## config.mk

```make
export PLATFORM = sky130hd
export DESIGN_NAME = cos_mul_sub_pipe
export DESIGN_NICKNAME = d
export VERILOG_FILES = /design/src/rtl/cos_mul_pkg.sv /design/src/rtl/cos_mul_vld_pipe.sv /design/src/rtl/cos_mul_sub_pipe.sv
export SDC_FILE = /design/constraint.sdc
export NUM_CORES = 1
export LEC_CHECK = 0
export ABC_CLOCK_PERIOD_IN_PS = 13040
export CORE_MARGIN = 3
export CORE_UTILIZATION = 65
export CTS_BUF_LIST = sky130_fd_sc_hd__clkbuf_4 sky130_fd_sc_hd__clkbuf_8
export DETAILED_ROUTE_END_ITERATION = 10
export GPL_TIMING_DRIVEN = 0
export PLACE_DENSITY = 0.88
export SLEW_MARGIN = 20
export SYNTH_ARGS = -nofsm -noshare
export SYNTH_HDL_FRONTEND = slang
export SYNTH_HIERARCHICAL = 1
export SYNTH_SLANG_ARGS = --single-unit
```

## constraint.sdc

```tcl
create_clock -name clock -period 13.04 [get_ports clock]
set_clock_uncertainty 0.15 [all_clocks]
set_input_delay 2.608 -clock clock [delete_from_list [all_inputs] [get_ports clock]]
set_output_delay 2.608 -clock clock [all_outputs]
set_load 0.005 [all_outputs]
```

## src/rtl/cos_mul_pkg.sv

```systemverilog
// Shared widths and width-derivation helpers for the cosine multiply-subtract stage.
// Optional feature macro: COS_MUL_SAT_EN (saturating output instead of wrap).
package cos_mul_pkg;

    // Default widths of the original fixed 12x7 stage
    localparam int DEF_A_W   = 7;
    localparam int DEF_B_W   = 12;
    localparam int DEF_C_W   = 19;
    localparam int DEF_P_W   = 16;
    localparam int DEF_SHIFT = 0;

    function automatic int max_i(input int x, input int y);
        return (x > y) ? x : y;
    endfunction

    // Full-precision signed product width
    function automatic int calc_prod_w(input int a_w, input int b_w);
        return a_w + b_w;
    endfunction

    // Width that holds c_mag +/- (prod >>> shift) without overflow
    function automatic int calc_sum_w(input int a_w, input int b_w, input int c_w, input int shift);
        return max_i(c_w - 1, calc_prod_w(a_w, b_w) - shift) + 1;
    endfunction

endpackage

```

## src/rtl/cos_mul_vld_pipe.sv

```systemverilog
// Three-deep valid shift register for the cosine multiply-subtract pipeline.
// Produces one load enable per stage; empty stages are refilled even when the
// output stage is stalled, so bubbles collapse.
module cos_mul_vld_pipe (
    input  logic clock,
    input  logic reset_n,
    input  logic in_valid,
    input  logic out_ready,
    output logic in_ready,
    output logic ld1,
    output logic ld2,
    output logic ld3,
    output logic out_valid
);

    // Handshake: a sample moves across an interface on a cycle where both
    // valid and ready are high; valid never waits on ready, and a stage that
    // holds valid data keeps it (and its valid) until it is taken.

    logic v1, v2, v3;
    logic en2, en3;

    // Per-stage move enables: a stage may take new data when it is empty or its content moves on
    always_comb begin
        en3      = ~v3 | out_ready;
        en2      = ~v2 | en3;
        in_ready = en3;
        ld1      = in_valid & in_ready;
        ld2      = v1 & en2;
        ld3      = v2 & en3;
    end

    // Valid bits: set on load, cleared when the content moves on, held otherwise
    always_ff @(posedge clock or negedge reset_n) begin
        if (!reset_n) begin
            v1 <= 1'b0;
            v2 <= 1'b0;
            v3 <= 1'b0;
        end else begin
            v1 <= ld1 | (v1 & ~en2);
            v2 <= ld2 | (v2 & ~en3);
            v3 <= ld3 | (v3 & ~out_ready);
        end
    end

    assign out_valid = v3;

endmodule

```

## src/rtl/cos_mul_sub_pipe.sv

```systemverilog
// Cosine multiply-subtract stage: p = {c_sign, c_mag -/+ ((a*b) >>> SHIFT)}.
// Three registered stages with valid/ready flow control.
// Optional feature macro: COS_MUL_SAT_EN clamps out-of-range sums instead of wrapping.
module cos_mul_sub_pipe
    import cos_mul_pkg::*;
#(
    parameter int A_W   = DEF_A_W,
    parameter int B_W   = DEF_B_W,
    parameter int C_W   = DEF_C_W,
    parameter int P_W   = DEF_P_W,
    parameter int SHIFT = DEF_SHIFT
) (
    input  logic           clock,
    input  logic           reset_n,
    input  logic           in_valid,
    output logic           in_ready,
    input  logic [A_W-1:0] in_a,
    input  logic [B_W-1:0] in_b,
    input  logic [C_W-1:0] in_c,
    input  logic           in_sub,
    output logic           out_valid,
    input  logic           out_ready,
    output logic [P_W-1:0] out_p,
    output logic           out_ovf
);

    localparam int PROD_W = calc_prod_w(A_W, B_W);
    localparam int SUM_W  = calc_sum_w(A_W, B_W, C_W, SHIFT);
    localparam int CMP_W  = max_i(SUM_W, P_W);
    localparam logic signed [CMP_W-1:0] P_MAX = CMP_W'((2 ** (P_W - 2)) - 1);
    localparam logic signed [CMP_W-1:0] P_MIN = CMP_W'(-(2 ** (P_W - 2)));

    logic ld1, ld2, ld3;

    cos_mul_vld_pipe u_vld (
        .clock     (clock),
        .reset_n   (reset_n),
        .in_valid  (in_valid),
        .out_ready (out_ready),
        .in_ready  (in_ready),
        .ld1       (ld1),
        .ld2       (ld2),
        .ld3       (ld3),
        .out_valid (out_valid)
    );

    // Stage 1 registers
    logic signed [A_W-1:0]    a1;
    logic signed [B_W-1:0]    b1;
    logic signed [C_W-2:0]    cm1;
    logic                     cs1;
    logic                     sub1;
    // Stage 2 registers
    logic signed [PROD_W-1:0] prod2;
    logic signed [C_W-2:0]    cm2;
    logic                     cs2;
    logic                     sub2;

    // Stage 1: capture the accepted sample
    always_ff @(posedge clock or negedge reset_n) begin
        if (!reset_n) begin
            a1   <= '0;
            b1   <= '0;
            cm1  <= '0;
            cs1  <= 1'b0;
            sub1 <= 1'b0;
        end else if (ld1) begin
            a1   <= in_a;
            b1   <= in_b;
            cm1  <= in_c[C_W-2:0];
            cs1  <= in_c[C_W-1];
            sub1 <= in_sub;
        end
    end

    // Stage 2: full-precision signed product, side fields travel alongside
    always_ff @(posedge clock or negedge reset_n) begin
        if (!reset_n) begin
            prod2 <= '0;
            cm2   <= '0;
            cs2   <= 1'b0;
            sub2  <= 1'b0;
        end else if (ld2) begin
            prod2 <= PROD_W'(a1) * PROD_W'(b1);
            cm2   <= cm1;
            cs2   <= cs1;
            sub2  <= sub1;
        end
    end

    logic signed [PROD_W-1:0] prod_sh;
    logic signed [SUM_W-1:0]  prod_ext;
    logic signed [SUM_W-1:0]  c_ext;
    logic signed [SUM_W-1:0]  sum;
    logic signed [CMP_W-1:0]  sum_cmp;
    logic                     ovf;
    logic [P_W-2:0]           data;

    // Exact add/subtract in SUM_W, then range check and wrap or clamp into P_W-1 bits
    always_comb begin
        prod_sh  = prod2 >>> SHIFT;
        prod_ext = SUM_W'(prod_sh);
        c_ext    = SUM_W'(cm2);
        sum      = sub2 ? (c_ext - prod_ext) : (c_ext + prod_ext);
        sum_cmp  = CMP_W'(sum);
        ovf      = (sum_cmp > P_MAX) || (sum_cmp < P_MIN);
`ifdef COS_MUL_SAT_EN
        if (sum_cmp > P_MAX) begin
            data = P_MAX[P_W-2:0];
        end else if (sum_cmp < P_MIN) begin
            data = P_MIN[P_W-2:0];
        end else begin
            data = sum_cmp[P_W-2:0];
        end
`else
        data = sum_cmp[P_W-2:0];
`endif
    end

    // Stage 3: output register, holds its value while stalled or empty
    always_ff @(posedge clock or negedge reset_n) begin
        if (!reset_n) begin
            out_p   <= '0;
            out_ovf <= 1'b0;
        end else if (ld3) begin
            out_p   <= {cs2, data};
            out_ovf <= ovf;
        end
    end

endmodule

```

==> metrics <==
Max-Cap Viols 0; Min-Delay Path Depth 1; Wirelength per Cell 17.27 µm; CP most frequent cell clkdlybuf4s50_1; worst stage delay on the critical path 0.46 ns; initial antenna violation count 0; WP data required 10.28 ns; NumNets Final 998; Warnings, synthesis 6; gp weighted congestion around 0.85; Synth Area in Simple Gates 0.1331; Ant. Diodes 0; Initial Util 0.6809; clk sinks slightly below 100; Initial DRC Count 337; largest net degree at the start of global routing 58; Synth Area in Compound Gates 0.09012; M1 GR Usage 0.3110; syn_nets between 900 and 1000; Post-Synth XOR/XNOR Area 0.05294; io pins 62; GR Util All Layers 0.2740; Hold WC Path Type flop to flop; CP cell instances clkdlybuf4s50_1 -> nor2b_4 -> inv_2 -> clkdlybuf4s50_1; CP delay by family, top buffers and inverters; Worst R2R Start a1[5]; # setup viols final 0; CTS H-tree depth 3; Most Crowded Layer GR met2; port bufs between 60 and 70; Worst Setup SP out_ready; Routed Antenna Nets 0; EDFF count, synth 0; total gr overflow 0; final cell count without fillers 980; flop2flop setup slack 7.40 ns; Synth Register Bits a little under 100; Crit Path Max Fanout 5; combinational family with the most area after synthesis adder cells; Period minus WS final between 6 and 7 ns; Hold Buf Count CTS 0; mux cell area share after synthesis 0.1134; grt met2 use 0.5137; Syn Area/Cell ~10 µm²; clock latency on the worst-skew pair 0.40 ns; Slew HR 0.4902; Slew Viols, Final 0; Routed WL 16920 µm; cts repair resizes 0; Die Wd about 120 µm; adder-cell share of the synthesized area 0.2552; Fmax about 150 MHz; first-pass GRT wire length 29040 µm; dpl ws 6.511 ns; CP Capture Type output port; RSZ-0062 raised after global routing false; full die area around 0.014 mm²; core area around 0.012 mm²; DP HPWL 13570 µm; Synth async-reset ratio 1.000; crit path DAT 3.77 ns; vias 5711; clock tree from TritonCTS yes; worst hold start cm1[9]; Tcrit/Tclk final 0.5006; Post-synth top flop dfrtp_1; Inserted Clock Buffers 9; # Post-CTS Setup Buffers 0; Hold Slack 0.3570 ns; CP bufs+invs 3; critical path type primary input to output port; die extent in y 116.5 µm; top cells by area, synth dfrtp_1 31%, fa_1 16%, mux2_2 11%; leading area contributor after synthesis dfrtp_1; Final Hold Vio Count 0; DP Cell Count 964; Syn-to-layout area delta 13.17%; maximum root-to-sink buffer count 2; Netlist cell types 55; Slew @ Worst Pin 0.7647 ns; Worst-path clk slew 0.10 ns; PnR worst setup slack 6.513 ns; run status finished, final reports clean; Worst path slowest cell clkdlybuf4s50_1; drt pass-1 iters 5; met3 Use GR 0.05130; CP Launch Type primary input; post-route DRC violation count 0; synthesized cell area about 0.0079 mm²; routed vias/inst 5.828; Setup TNS 0 ns; vias in the first global route between 6000 and 7000; Mapped Cells 759; layout cells sized above 1 0.1254; worst r2r dst prod2[17]; Rows 39; share of the synthesized area in the top cell type 0.3088; Seq/Total Area, Yosys 0.3088; hold worst-path end cm2[9]; Root Buffer clkbuf_8; R2R depth 16
[worst max-delay path by stage]
stage	to	slack [ns]	cells after the start
global route	in_ready	6.49	4
CTS	in_ready	6.51	4
floorplan	in_ready	7.48	2
finish	in_ready	6.51	4
global placement	b1[11]	5.86	1
detailed placement	in_ready	6.51	4
[state kept, by name (all words and copies together), names as in the netlist]
register,count
cs1,1
cm1,18
u_vld/out_valid,1
u_vld/v1,1
u_vld/v2,1
sub1,1
out_p,16
out_ovf,1
b1,12
a1,7
sub2,1
prod2,19
cs2,1
cm2,18
[layout make-up]
type	count	area (µm²)
tap	143	178.9
sequential	98	2452
multi-input combinational	563	5121
clock buffer	10	131.4
clock inverter	6	96.34
buffer	19	71.32
inverter	79	296.5
timing repair buffer	62	639.4
fill	789	2675
[layout by cell type, fill, tap and decap left out, types with 4 or more instances in the layout]
master	n
dfrtp_1	98
and2_1	52
a31oi_1	9
nand2_1	46
buf_1	4
a21o_1	11
o21a_1	11
o21ai_0	21
o21ai_1	5
a21oi_1	27
nand2b_1	16
xnor2_1	45
inv_1	75
nor2b_1	5
or3_1	4
clkdlybuf4s50_1	60
nor2_1	42
nor3_1	13
clkbuf_8	9
nor3b_1	4
nand3_1	6
fa_1	65
clkbuf_1	15
ha_1	58
mux2_2	76
a211oi_1	4
[through the flow]
stage	cell area, µm²	util
6_report	8987	0.7706
5_1_grt	8987	0.7706
4_1_cts	8987	0.7706
3_5_place_dp	8760	0.7511
3_3_place_gp	8731	0.7486
2_1_floorplan	7941	-
[Yosys cell counts, drive strengths merged (2+ instances only)]
cell type / number
a31oi: 9
nor2: 42
inv: 76
a21o: 12
o21ai: 26
mux2: 77
a21oi: 28
buf: 4
fa: 65
o21bai: 4
and3: 2
ha: 58
mux2i: 3
nor3: 13
xnor2: 45
nand2b: 16
o31ai: 3
o211ai: 2
and2: 53
o21a: 11
nor2b: 6
nand3: 6
or3: 4
xor2: 3
nor3b: 5
or4: 2
clkbuf: 15
clkinv: 3
nand2: 46
o311ai: 2
a211oi: 5
dfrtp: 98
nor4: 3
[cell families (layout without fill, tap and decap cells)]
| logic type | Yosys count | count (layout) |
|---|---|---|
| and+or+nand+nor | 203 | 203 |
| adders and majority gates | 123 | 123 |
| AOI/OAI and AO/OA | 109 | 109 |
| DFF | 98 | 98 |
| buffers and inverters | 98 | 176 |
| muxes | 80 | 80 |
| xor gates and xnor gates | 48 | 48 |
[per-layer routing]
layer | wire [µm] | vias up
met5 | 0 | -
met3 | 771 | 37
met4 | 452 | 0
li1 | - | 2692
met1 | 6735 | 2816
met2 | 8960 | 166
[worst reg2reg max path, cell delays in order (launching register included)]
cell       delay [ns]
dfrtp_1          0.47
clkbuf_1         0.38
nand2_1          0.14
fa_1             0.52
fa_1             0.55
inv_1            0.06
fa_1             0.50
fa_1             0.50
ha_1             0.35
a21oi_2          0.20
o21bai_2         0.11
a2111oi_4        0.44
o31ai_1          0.20
or4_1            0.43
a31oi_1          0.22
xnor2_1          0.09
mux2_4           0.25
Power is not shown: default switching activity piles up to over one toggle a cycle in this logic, so the estimate is an artifact.
